`src/rtl/piso_stream.sv`:
```
// Parallel-in serial-out shifter with valid/ready on both sides and a last-beat flag.
// Optional macro PISO_PARITY_EN appends an even-parity beat after each word.
module piso_stream #(
  parameter int unsigned WIDTH     = 8,
  parameter int unsigned LANES     = 1,
  parameter bit          MSB_FIRST = 1'b1
) (
  input  logic             Clk,
  input  logic             Rst,
  input  logic             In_Valid,
  output logic             In_Ready,
  input  logic [WIDTH-1:0] Parallel_In,
  output logic [LANES-1:0] Serial_Out,
  output logic             Out_Valid,
  input  logic             Out_Ready,
  output logic             Out_Last,
  output logic             Empty_Flag
);

  localparam int unsigned Beats = WIDTH / LANES;
`ifdef PISO_PARITY_EN
  localparam int unsigned NumBeats = Beats + 1;
`else
  localparam int unsigned NumBeats = Beats;
`endif
  localparam int unsigned CntW = $clog2(NumBeats + 1);

  typedef enum logic [0:0] {StIdle, StShift} state_e;

  state_e           state_q, state_d;
  logic [WIDTH-1:0] shift_q, shift_d;
  logic [CntW-1:0]  cnt_q, cnt_d;
`ifdef PISO_PARITY_EN
  logic             parity_q, parity_d;
`endif

  logic in_ready, load, xfer, last;

  always_comb begin
    Empty_Flag = (state_q == StIdle);
    Out_Valid  = (state_q == StShift);
    last       = (state_q == StShift) && (cnt_q == CntW'(1));
    Out_Last   = last;
    in_ready   = Empty_Flag | (last & Out_Ready);
    In_Ready   = in_ready;
    load       = In_Valid & in_ready;
    xfer       = Out_Valid & Out_Ready;

    Serial_Out = '0;
    if (state_q == StShift) begin
      if (MSB_FIRST) Serial_Out = shift_q[WIDTH-1 -: LANES];
      else           Serial_Out = shift_q[LANES-1:0];
`ifdef PISO_PARITY_EN
      // Data bits are all shifted out by now; the final beat carries parity only.
      if (cnt_q == CntW'(1)) begin
        Serial_Out    = '0;
        Serial_Out[0] = parity_q;
      end
`endif
    end
  end

  always_comb begin
    state_d = state_q;
    shift_d = shift_q;
    cnt_d   = cnt_q;
`ifdef PISO_PARITY_EN
    parity_d = parity_q;
`endif
    // Load takes priority: it only happens alongside the final transfer or from idle.
    if (load) begin
      state_d = StShift;
      shift_d = Parallel_In;
      cnt_d   = CntW'(NumBeats);
`ifdef PISO_PARITY_EN
      parity_d = ^Parallel_In;
`endif
    end else if (xfer) begin
      if (MSB_FIRST) shift_d = shift_q << LANES;
      else           shift_d = shift_q >> LANES;
      cnt_d = cnt_q - CntW'(1);
      if (last) state_d = StIdle;
    end
  end

  always_ff @(posedge Clk) begin
    if (Rst) begin
      state_q <= StIdle;
      shift_q <= '0;
      cnt_q   <= '0;
`ifdef PISO_PARITY_EN
      parity_q <= 1'b0;
`endif
    end else begin
      state_q <= state_d;
      shift_q <= shift_d;
      cnt_q   <= cnt_d;
`ifdef PISO_PARITY_EN
      parity_q <= parity_d;
`endif
    end
  end

endmodule

```
`config.mk`:
```
export PLATFORM = sky130hd
export DESIGN_NAME = piso_stream
export DESIGN_NICKNAME = d
export VERILOG_FILES = /design/src/rtl/piso_stream.sv
export SDC_FILE = /design/constraint.sdc
export NUM_CORES = 1
export LEC_CHECK = 0
export ABC_AREA = 1
export CAP_MARGIN = 15
export CORE_MARGIN = 5
export CORE_UTILIZATION = 43
export DETAILED_ROUTE_END_ITERATION = 10
export GPL_TIMING_DRIVEN = 0
export PLACE_DENSITY = 0.83
export SLEW_MARGIN = 20
export SYNTH_ARGS = -nofsm -noshare
export SYNTH_HDL_FRONTEND = slang
export SYNTH_SLANG_ARGS = --single-unit
```
`constraint.sdc`:
```
create_clock -name Clk -period 1.2 [get_ports Clk]
set_input_delay 0.24 -clock Clk [delete_from_list [all_inputs] [get_ports Clk]]
set_output_delay 0.24 -clock Clk [all_outputs]
set_load 0.05 [all_outputs]
```
# ---- After elaboration in Yosys (flattened, before gate mapping)
# Index checks and enable logic that the tools add are counted.
dict set report totals {
  register_bits 13
  inputBits 12
  output_inout_bits 5
  wordCells 24
}
dict set report op_classes {
  add_sub_neg 1
  eq_ne 1
  muxes 8
  n_bitwise 5
  n_reduce_logical 5
}
# operator n
set ops {}
lappend ops {{$mux 8} 2}
lappend ops {{$mux 4} 2}
lappend ops {{$eq 4x1->1 const B} 1}
lappend ops {{$mux 1} 4}
lappend ops {{$reduce_bool 2->1} 2}
lappend ops {{$sub 4x1->4 const B} 1}
lappend ops {{$and 1x1->1} 3}
lappend ops {{$reduce_and 2->1} 1}
lappend ops {{$reduce_or 2->1} 1}
lappend ops {{$logic_and 1x1->1} 1}
lappend ops {{$not 1->1} 1}
lappend ops {{$or 1x1->1} 1}

# ---- Longest topological paths before layout
dict set report logic_depth {
  ltp_word 7
  depth_mapped 10
  mapped_depth_nobuf 10
}

# ---- Worst setup path after synthesis
# Ideal clock, no wire load.
dict set report synth_timing {
  kind {reg2out}
  start {reg state_q, in the netlist Out_Valid}
  end {out Out_Last}
  t_arrival_ps 1891
  setup_slack_ps -931
  stages_incl_launch_ff 3
  path_buffers 0
  cell_sequence {dfxtp_1 -> nand2_1 -> nor3_1}
}
dict set report synth_between {
  elab_chain_len 1
}
# element line_no
set synth_rtl {}
lappend synth_rtl {{start: declaration} 30} ;# state_e state_q, state_d;
lappend synth_rtl {{start signal: assignment} 88} ;# state_q <= StIdle;
lappend synth_rtl {{start signal: assignment} 95} ;# state_q <= state_d;
lappend synth_rtl {{$logic_and 1x1->1} 42} ;# last = (state_q == StShift) && (cnt_q == CntW'(1));
lappend synth_rtl {{end: declaration} 16} ;# output logic Out_Last,
# Every way passes these cells.

# ---- Worst setup path after layout
dict set report layout_timing {
  start {reg cnt_q[1]}
  end {out Out_Last}
}
dict set report layout_between {
  elab_chain_len 2
}
# element line_no
set layout_rtl {}
lappend layout_rtl {{start: declaration} 32} ;# logic [CntW-1:0] cnt_q, cnt_d;
lappend layout_rtl {{start signal: assignment} 97} ;# cnt_q <= cnt_d;
lappend layout_rtl {{$eq 4x1->1} 42}
lappend layout_rtl {{$logic_and 1x1->1} 42}
# Every way passes these cells.

==> flow_summary.toml <==
[status]
status = "finished with violations"
failed_checks = "negative setup slack"

[global_route]
gr-total-overflow = 0
vias_in_the_first_global_route = 725
antenna_found_initial = 0
largest_net_degree_at_the_start_of_global_routing = 11
gr_util_all_layers_pct = 15.50
grt_pass1_wl_um = 2946

[placed_design]
detailed_place.area_um2 = 920.9
place_congestion = 0.7865
io_buffers = 15
dp_hpwl_um = 1230

[sta]
timing_max_transition_violations_final = 0
fmax_mhz = 636.2
rsz_0062_raised_after_global_routing = "true"
tightest_slew_ns = 0.3438
finalCritPeriodShare_pct = 131.0
finalSetupViolCount = 17
timing_hold_violations_final = 0
clock_skew_ns = 0.0008570
fin_worst_hold_slack_ns = 0.4260
min_period_ns = 1.572
postLayoutSetupSlackWorst_ns = -0.3718
slew_headroom_pct = 77.06

[die]
ios = 17
coreArea_um2 = 1559
floorplan.rows = 14
floorplan.die_area_um2 = 2620
die_height_um = 51.19
initial_core_util_pct = 46.79
die_x_um = 51.19

[critical_path]
crit_arrival_ns = 1.33
cp-start-kind = "register"
critical_path.top_delay_family = "buffers and inverters"
worst-path-max-fanout = 2
worst_ep_required_time_ns = 0.96
worst_path_max_delay_cell = "sky130_fd_sc_hd__dfxtp_2"
max_stage_delay_ns = 0.33
sum_of_buffers_and_inverters_on_the_critical_path = 3
criticalPathCategory = "reg -> out"
critPathCaptureType = "primary output"
cp_cell_sequence = "inv_2 > ha_4 > nand2_4 > buf_4 > nor3_2 > buf_6"

[synthesis]
ys_types = 21
ys_top_cells_by_area = "sky130_fd_sc_hd__dfxtp_1 (36%), sky130_fd_sc_hd__nand2_1 (9.8%), sky130_fd_sc_hd__nor2_1 (8.2%)"
post-synth-top-area-cell = "sky130_fd_sc_hd__dfxtp_1"
mapped_cell_area_um2 = 729.5
syn_nets = 121
netlist_instances = 107
syn_avg_cell_area_um2 = 6.817
share_of_synthesized_area_occupied_by_flip_flops_and_latches_pct = 35.68
yosysWarnings = 0
synth_seq_cells = 13
synth.top_cell.area_share_pct = 35.68

[drt]
number_of_vias_per_cell = 5.549
route.detailed.drc = 0
routed_wire_length_per_instance_um = 15.62
via_count = 849
drtIter0Drc = 44
dr.pass1.iters = 4
detail_route.wirelength_um = 2390
ant_nets = 0

[layout]
post-route-util_pct = 77.53
drive_gt1_share_pct = 41.61
antenna_cells = 0
syn_to_final_growth_pct = 65.69
final_design_area_no_fill_um2 = 1209
final_net_count = 152

[clocking]
root_buffer = "sky130_fd_sc_hd__clkbuf_4"
clkSlewWorstSetupHoldPaths_ns = 0.08
clk_latency_ns = 0.29
numCtsBuffers = 3
clock-sinks = 13
htreeDepth = 1
cts-root-to-sink-buffers = 2
clock_tree_from_tritoncts = "built"

[power_and_ir_drop]
fin_total_pwr_mw = 1.237
power_density_cells_nw_per_um2 = 1023
ir_drop_v = 0.0007073
power_leakage_nw = 0.5248

[worst_hold_path]
min_path_type = "in -> reg"

[flow_run]
timing.max_cap.violations = 0
[Yosys cell counts]
cell type                  instances
sky130_fd_sc_hd__nand2_2           1
sky130_fd_sc_hd__nand3_2           2
sky130_fd_sc_hd__a21oi_1          10
sky130_fd_sc_hd__or2_2             1
sky130_fd_sc_hd__nand2_1          19
sky130_fd_sc_hd__ha_1              2
sky130_fd_sc_hd__a31oi_1           1
sky130_fd_sc_hd__nand4_1           1
sky130_fd_sc_hd__inv_2             2
sky130_fd_sc_hd__nor3_1            1
sky130_fd_sc_hd__a21oi_4           1
sky130_fd_sc_hd__a21oi_2           1
sky130_fd_sc_hd__xor2_1            1
sky130_fd_sc_hd__inv_1            15
sky130_fd_sc_hd__dfxtp_1          13
sky130_fd_sc_hd__nand3_1           9
sky130_fd_sc_hd__clkbuf_2          1
sky130_fd_sc_hd__o21ai_0           7
sky130_fd_sc_hd__nor2_1           16
sky130_fd_sc_hd__buf_4             1
sky130_fd_sc_hd__buf_6             2
[report_power, final]
part           internal, mW  switching (mW)  leakage [nW]
logic                 0.208           0.242         0.398
clock network         0.124           0.163        0.0177
registers             0.469          0.0306         0.109
total                 0.801           0.435         0.525
[worst paths after layout]
path | depth (start not counted) | slack (ns) | startpoint | endpoint
setup reg to reg | 12 | -0.30 | cnt_q[1] | shift_q[4]
setup / recovery | 6 | -0.37 | cnt_q[1] | Out_Last
hold reg to reg | 2 | 0.47 | cnt_q[1] | cnt_q[1]
hold / removal | 4 | 0.43 | In_Valid | shift_q[0]
[metal layers]
metal / up-vias / track usage (%) / share of wire (%)
met5: - / 0 / 0
li1: 400 / - / -
met3: 15 / 3.488 / 6.2
met4: 0 / 11.66 / 5.9
met1: 390 / 14.18 / 38
met2: 44 / 29.40 / 50
[state kept, by name, indices dropped and copies added (netlist names)]
name,cells
shift_q,8
cnt_q,4
Out_Valid,1
[area by class of cell]
class	instances	area (um2)
multi-input combinational	73	494.2
fill	90	350.3
timing repair buffer	26	289.0
sequential	13	266.5
inverter	17	67.56
buffer	4	43.79
clock buffer	3	22.52
tap	16	20.02
clock inverter	1	5.005
[metrics by stage]
| stage | worst slack [ns] | cells | setup TNS, ns |
|---|---|---|---|
| 3_5_place_dp | -1.011 | 138 | -6.312 |
| 5_1_grt | -0.4073 | 153 | -4.639 |
| 4_1_cts | -0.3556 | 147 | -2.442 |
| 2_1_floorplan | -0.2869 | 107 | -2.486 |
| 6_report | -0.3718 | 153 | -3.586 |
| 3_3_place_gp | -0.9965 | 138 | -6.015 |
[repair_timing]
action	in CTS	in global routing
resized for setup	50	23
pin swaps	2	6
gates cloned	0	1
hold buffers	0	0
endpoints found under the setup margin	18	18
buffers inserted	5	6
[cell usage in the layout (no fill, tap or decap)]
cell type	instances
sky130_fd_sc_hd__inv_2	5
sky130_fd_sc_hd__nand3_2	2
sky130_fd_sc_hd__ha_1	1
sky130_fd_sc_hd__o21ai_1	7
sky130_fd_sc_hd__buf_4	7
sky130_fd_sc_hd__nand2_8	1
sky130_fd_sc_hd__nand2_2	1
sky130_fd_sc_hd__buf_6	4
sky130_fd_sc_hd__buf_12	2
sky130_fd_sc_hd__nand2_4	4
sky130_fd_sc_hd__inv_1	11
sky130_fd_sc_hd__dfxtp_2	2
sky130_fd_sc_hd__nand4_1	1
sky130_fd_sc_hd__clkdlybuf4s50_1	10
sky130_fd_sc_hd__nor3_2	1
sky130_fd_sc_hd__nand3_1	9
sky130_fd_sc_hd__a21oi_4	2
sky130_fd_sc_hd__nor2_1	16
sky130_fd_sc_hd__or2_2	1
sky130_fd_sc_hd__a31oi_4	1
sky130_fd_sc_hd__nand2_1	14
sky130_fd_sc_hd__dfxtp_1	10
sky130_fd_sc_hd__clkbuf_2	1
sky130_fd_sc_hd__clkbuf_16	1
sky130_fd_sc_hd__a21oi_2	10
sky130_fd_sc_hd__ha_4	1
sky130_fd_sc_hd__clkinv_2	1
sky130_fd_sc_hd__clkinvlp_4	1
sky130_fd_sc_hd__buf_8	4
sky130_fd_sc_hd__clkbuf_4	3
sky130_fd_sc_hd__xor2_1	1
sky130_fd_sc_hd__dfxtp_4	1
sky130_fd_sc_hd__buf_2	1
[worst min-delay path: cells and delay by family]
family,cells,cell delay [ns]
buffers and inverters,1,0.20
AOI/OAI and AO/OA,2,0.15
and+or+nand+nor,1,0.08
[kinds of logic after synthesis]
kind of cell    Yosys count  share of synthesized area (%)
simple gates             50                          30.19
compound gates           20                          15.95
buf+inv                  21                          13.55
fa+ha+maj                 2                          3.430
xor+xnor                  1                          1.201
flops                    13                          35.68
No activity file was read; power rests on OpenSTA's default activity.
